===== src/rtl/lcd_text_writer_if.sv =====
// Byte-stream handshake between the text source and lcd_text_writer.
// The master offers ASCII bytes and the slave accepts them when ready.
interface lcd_text_writer_if;
   logic       char_valid;
   logic [7:0] char_data;
   logic       char_ready;

   modport master (
      output char_valid,
      output char_data,
      input  char_ready
   );

   modport slave (
      input  char_valid,
      input  char_data,
      output char_ready
   );
endinterface


===== src/rtl/lcd_text_writer.sv =====
// Turns an ASCII byte stream into HD44780 nibble transfers.
// Tracks a two-line cursor and re-addresses DDRAM after a wrap or a newline.
module lcd_text_writer #(
   parameter int FREQ = 50000000,
   parameter int COLS = 16
) (
   input  logic             CLK,
   input  logic             RESET,
   input  logic             initDone,
   lcd_text_writer_if.slave charIf,
   output logic             sendCommand,
   output logic [3:0]       command,
   output logic [20:0]      commandDelay,
   input  logic             commandDone,
   output logic             LCD_RS,
   output logic             cursor_line,
   output logic [5:0]       cursor_col
);
   localparam int          T1US   = FREQ / 1000000;
   localparam logic [20:0] T_HI   = 21'(10 * T1US);
   localparam logic [20:0] T_DATA = 21'(53 * T1US);
   localparam logic [6:0]  COLS_W = 7'(COLS);

   typedef enum logic [2:0] {
      WAIT_INIT, IDLE, ADDR_HI, ADDR_LO, DATA_HI, DATA_LO
   } stateType;

   stateType   state;
   logic [7:0] charByte;
   logic       pendAddr;
   logic       lastCol;

   assign lastCol = ({1'b0, cursor_col} + 7'd1) >= COLS_W;

   always_ff @(posedge CLK) begin
      if (RESET) begin
         state             <= WAIT_INIT;
         charIf.char_ready <= 1'b0;
         sendCommand       <= 1'b0;
         command           <= 4'h0;
         commandDelay      <= 21'd0;
         LCD_RS            <= 1'b0;
         cursor_line       <= 1'b0;
         cursor_col        <= 6'd0;
         pendAddr          <= 1'b0;
         charByte          <= 8'h00;
      end else begin
         case (state)
            WAIT_INIT: begin
               if (initDone) begin
                  state             <= IDLE;
                  charIf.char_ready <= 1'b1;
                  cursor_line       <= 1'b0;
                  cursor_col        <= 6'd0;
                  pendAddr          <= 1'b0;
               end
            end

            IDLE: begin
               // char_ready low while in IDLE marks the busy cycle after a newline
               if (!charIf.char_ready) begin
                  charIf.char_ready <= 1'b1;
               end else if (charIf.char_valid) begin
                  charIf.char_ready <= 1'b0;
                  charByte          <= charIf.char_data;
                  if (charIf.char_data == 8'h0A) begin
                     cursor_line <= ~cursor_line;
                     cursor_col  <= 6'd0;
                     pendAddr    <= 1'b1;
                  end else begin
                     sendCommand  <= 1'b1;
                     commandDelay <= T_HI;
                     if (pendAddr) begin
                        state   <= ADDR_HI;
                        LCD_RS  <= 1'b0;
                        command <= {1'b1, cursor_line, cursor_col[5:4]};
                     end else begin
                        state   <= DATA_HI;
                        LCD_RS  <= 1'b1;
                        command <= charIf.char_data[7:4];
                     end
                  end
               end
            end

            ADDR_HI: begin
               if (commandDone) begin
                  state        <= ADDR_LO;
                  command      <= cursor_col[3:0];
                  commandDelay <= T_DATA;
               end
            end

            ADDR_LO: begin
               if (commandDone) begin
                  state        <= DATA_HI;
                  pendAddr     <= 1'b0;
                  LCD_RS       <= 1'b1;
                  command      <= charByte[7:4];
                  commandDelay <= T_HI;
               end
            end

            DATA_HI: begin
               if (commandDone) begin
                  state        <= DATA_LO;
                  command      <= charByte[3:0];
                  commandDelay <= T_DATA;
               end
            end

            DATA_LO: begin
               if (commandDone) begin
                  state             <= IDLE;
                  sendCommand       <= 1'b0;
                  charIf.char_ready <= 1'b1;
                  if (lastCol) begin
                     cursor_col  <= 6'd0;
                     cursor_line <= ~cursor_line;
                     pendAddr    <= 1'b1;
                  end else begin
                     cursor_col <= cursor_col + 6'd1;
                  end
               end
            end

            default: state <= WAIT_INIT;
         endcase
      end
   end
endmodule


===== src/flat_wrapper.sv =====
// flat-port wrapper written by rule: the top's interface ports become plain ports
module lcd_text_writer_flat 
#(
   parameter int FREQ = 50000000,
   parameter int COLS = 16
)
  (CLK, RESET, initDone, sendCommand, command, commandDelay, commandDone, LCD_RS, cursor_line, cursor_col, charIf_char_valid, charIf_char_data, charIf_char_ready);
  lcd_text_writer_if charIf_i ();
  input  logic CLK;
  input  logic RESET;
  input  logic initDone;
  output logic sendCommand;
  output logic [3:0] command;
  output logic [20:0] commandDelay;
  input  logic commandDone;
  output logic LCD_RS;
  output logic cursor_line;
  output logic [5:0] cursor_col;
  input wire logic [$bits(charIf_i.char_valid)-1:0] charIf_char_valid;
  input wire logic [$bits(charIf_i.char_data)-1:0] charIf_char_data;
  output wire logic [$bits(charIf_i.char_ready)-1:0] charIf_char_ready;
  assign charIf_i.char_valid = charIf_char_valid;
  assign charIf_i.char_data = charIf_char_data;
  assign charIf_char_ready = charIf_i.char_ready;
  lcd_text_writer #(.FREQ(FREQ), .COLS(COLS)) u_core (.CLK(CLK), .RESET(RESET), .initDone(initDone), .charIf(charIf_i), .sendCommand(sendCommand), .command(command), .commandDelay(commandDelay), .commandDone(commandDone), .LCD_RS(LCD_RS), .cursor_line(cursor_line), .cursor_col(cursor_col));
endmodule

===== config.mk =====
export PLATFORM = sky130hd
export DESIGN_NAME = lcd_text_writer_flat
export DESIGN_NICKNAME = d
export VERILOG_FILES = /design/src/rtl/lcd_text_writer_if.sv /design/src/rtl/lcd_text_writer.sv /design/src/flat_wrapper.sv
export SDC_FILE = /design/constraint.sdc
export NUM_CORES = 1
export LEC_CHECK = 0
export BUFFER_PORTS_ARGS = -buffer_cell sky130_fd_sc_hd__buf_2
export CORE_AREA = 2 2 55 67
export CTS_BUF_LIST = sky130_fd_sc_hd__clkbuf_8
export CTS_CLUSTER_SIZE = 40
export DETAILED_ROUTE_END_ITERATION = 6
export DIE_AREA = 0 0 57 69
export PLACE_DENSITY = 0.78
export SYNTH_ARGS = -nofsm -noshare
export SYNTH_HDL_FRONTEND = slang
export SYNTH_SLANG_ARGS = --single-unit

===== constraint.sdc =====
create_clock -name CLK -period 2.64 [get_ports CLK]
set_clock_uncertainty 0.15 [all_clocks]
set_input_delay 0.396 -clock CLK [delete_from_list [all_inputs] [get_ports CLK]]
set_output_delay 0.396 -clock CLK [all_outputs]
set_load 0.05 [all_outputs]

==> impl_metrics.ini <==
[outcome]
status = finished, final reports clean

[sta]
finalHoldViolations = 0
slew_headroom = 0.457
setup_viol = 0
worst_pin_slew_ns = 0.814
max_freq_mhz = 438
finalSetupTns_ns = 0
rsz0062_at_grt = no
finalCritPeriodShare = 0.865
period_minus_slack_ns = 2.28
slew_violations = 0

[setup_path]
startpoint_type = flip-flop
timing.rr.end = u_core.cursor_col[3]$_SDFFE_PP0P_
crit_slowest_cell = or4_1
r2r-start = u_core.state[1]$_SDFFE_PP0P_
slowest_delay_ns = 0.51
r2r_cells = 5
cp-end-kind = flip-flop
reg2reg_slack_ns = 0.36
cp.arrival_ns = 2.34
worstPathRequired_ns = 2.70
cp_cell_sequence = nand2b_1 > or3_1 > or2_2 > or4_1 > a21oi_1
crit_buf_inv = 0
crit_type = reg -> reg
crit_family = simple AND/OR/NAND/NOR gates
worstPathMaxFanout = 7

[placement]
portBuffers = 36
dp_hpwl_um = 2810
placed_area_um2 = 1800
place.gp.congestion = 0.895

[yosys]
yosys.cell_types.count = 47
avgSynthCellArea_um2 = 8.40
ys.flop_type = dfxtp_1
ys_seq_elements = 29
yosys-top-cells-area = dfxtp_1 35%, buf_4 8.1%, mux2i_1 6.6%
synth_top_cell_by_area = dfxtp_1
synth_top_area_frac = 0.347
synthArstFlopShare = 0
synthCells = 199
ys_seq_area_frac = 0.347
yosys_warnings = 0
netlist_area_um2 = 1670
synth_edf_count = 0

[floorplan]
start_util = 0.510
coreArea_um2 = 3280
die_y_um = 69
pin_count = 48
fp.dieW_um = 57
rows = 23
die-area_um2 = 3930

[drt]
drc = 0
vias_per_cell = 5.77
firstDrtPassIters = 4
ant_nets = 0
vias = 1534
drt_iter0_markers = 64
wl_per_cell_um = 14.3
wl_um = 3810

[clocking]
cts_tree = done
cts_made_buffers = 5
clockRootBuffer = clkbuf_8
clk_pin_slew_ns = 0.06
post_cts_resized = 0
clock_path_buffers = 2
clkSinkCount = 29
ctsHoldBuffers = 0
clk_latency_ns = 0.28
cts.htree.levels = 2
post_cts_buffers = 0

[min_path]
hold_class = in -> reg
whs_path_depth = 3
min-delay-start = charIf_char_data[1]
holdPathEnd = u_core.charByte[1]$_SDFFE_PP0P_

[pwr]
p_leak_uw = 0.000807
powerDensity_nw_per_um2 = 675
power_uw = 1280
ir_drop_v = 0.000467

[layout]
diodes = 0
layout-drive-gt1-share = 0.240
filler_cell_count = 330
fin_area_um2 = 1890
utilization = 0.576
nets = 243
synthToLayoutAreaGrowth_pct = 12.9

[grt]
grt_pass1_vias = 1368
grt_start_max_net_pins = 27
track_usage = 0.204
antenna_found_initial = 0
grt_pass1_wl_um = 6330
grt_overflow = 0

[job]
drv_cap = 0
==> cells in the mapped netlist, drive strengths merged (2+ instances only) <==
master	instances
o211ai	2
nor4b	3
nand2b	3
inv	6
nor3	9
o22ai	4
or3	2
nor4	2
a211oi	7
nor2b	7
clkbuf	6
and3	2
nand3	3
o21ai	7
a21oi	15
a31oi	2
a2111oi	3
nand4	2
a41oi	2
mux2i	11
nor2	17
nand2	11
dfxtp	29
or4	3
buf	23
==> per-layer routing <==
layer | vias up | global-route usage | part of all wire
li1 | 758 | - | -
met1 | 705 | 0.253 | 0.41
met2 | 63 | 0.326 | 0.50
met3 | 8 | 0.0563 | 0.065
met4 | 0 | 0.0930 | 0.024
met5 | - | 0 | 0
==> final cells by class <==
type	count	area, um2	share of cell area
multi-input cells	144	923	0.489
flip-flops and latches	29	581	0.307
repair buffers	42	225	0.119
clock buffers	6	82.6	0.0437
well taps	37	46.3	0.0245
inverters	7	26.3	0.0139
clock inverters	1	3.75	0.00199
==> how the worst max path moves through the flow <==
stage,from,depth (start not counted),to
after global routing,u_core.state[1]$_SDFFE_PP0P_,5,u_core.cursor_col[3]$_SDFFE_PP0P_
after floorplan,u_core.charIf.char_ready$_SDFFE_PP0P_,6,u_core.cursor_col[3]$_SDFFE_PP0P_
after global placement,charIf_char_data[0],6,u_core.cursor_col[3]$_SDFFE_PP0P_
after CTS,u_core.state[1]$_SDFFE_PP0P_,5,u_core.cursor_col[3]$_SDFFE_PP0P_
final,u_core.state[1]$_SDFFE_PP0P_,5,u_core.cursor_col[3]$_SDFFE_PP0P_
after detailed placement,charIf_char_data[0],6,u_core.cursor_col[3]$_SDFFE_PP0P_
==> metrics by stage <==
| step | setup slack [ns] | instances | hold slack (ns) |
|---|---|---|---|
| 4_1_cts | 0.373 | 266 | 0.239 |
| 6_report | 0.356 | 266 | 0.243 |
| 3_3_place_gp | 0.226 | 259 | 0.296 |
| 3_5_place_dp | 0.187 | 259 | 0.305 |
| 5_1_grt | 0.298 | 266 | 0.258 |
| 2_1_floorplan | 0.127 | 209 | 0.311 |
==> flip-flops by register name, summed over array words and instances (netlist names) <==
register	cells
u_core.charByte	8
u_core.LCD_RS	1
u_core.sendCommand	1
u_core.command	4
u_core.cursor_line	1
u_core.state	3
u_core.commandDelay	3
u_core.cursor_col	6
u_core.pendAddr	1
u_core.charIf.char_ready	1
==> kinds of logic (layout without fill, tap and decap cells) <==
group	count (synthesis)	after routing	synth area share
flops	29	29	0.347
compound gates	53	53	0.222
mux	11	11	0.0659
fa+ha+maj	2	2	0.0135
other cells	1	11	0.00224
simple gates	67	67	0.227
buf+inv	36	56	0.123
==> layout by cell type (no fill, tap or decap), drive strengths merged, types with 2 or more instances in the layout <==
cell type,count
nand2,11
nand2b,3
nor4b,3
nand3,3
o21ai,7
a41oi,2
o211ai,2
inv,7
nand4,2
a31oi,2
nor4,2
a211oi,7
nor2b,7
and3,2
nor3,9
a21oi,15
o22ai,4
mux2i,11
conb,11
buf,42
nor2,17
clkbuf,6
dfxtp,29
or3,2
a2111oi,3
or4,3
==> worst reg2reg max path: stages (launching register included) <==
cell and delay, ns:
dfxtp_1 0.37, nand2b_1 0.28, or3_1 0.41, or2_2 0.35, or4_1 0.51, a21oi_1 0.14
==> power by group <==
| part | internal (uW) | total [uW] | switching, uW |
|---|---|---|---|
| registers | 470 | 494 | 24.4 |
| clock network | 202 | 354 | 152 |
| logic | 124 | 427 | 303 |
| total | 796 | 1280 | 479 |
(Power assumes the default switching activity.)
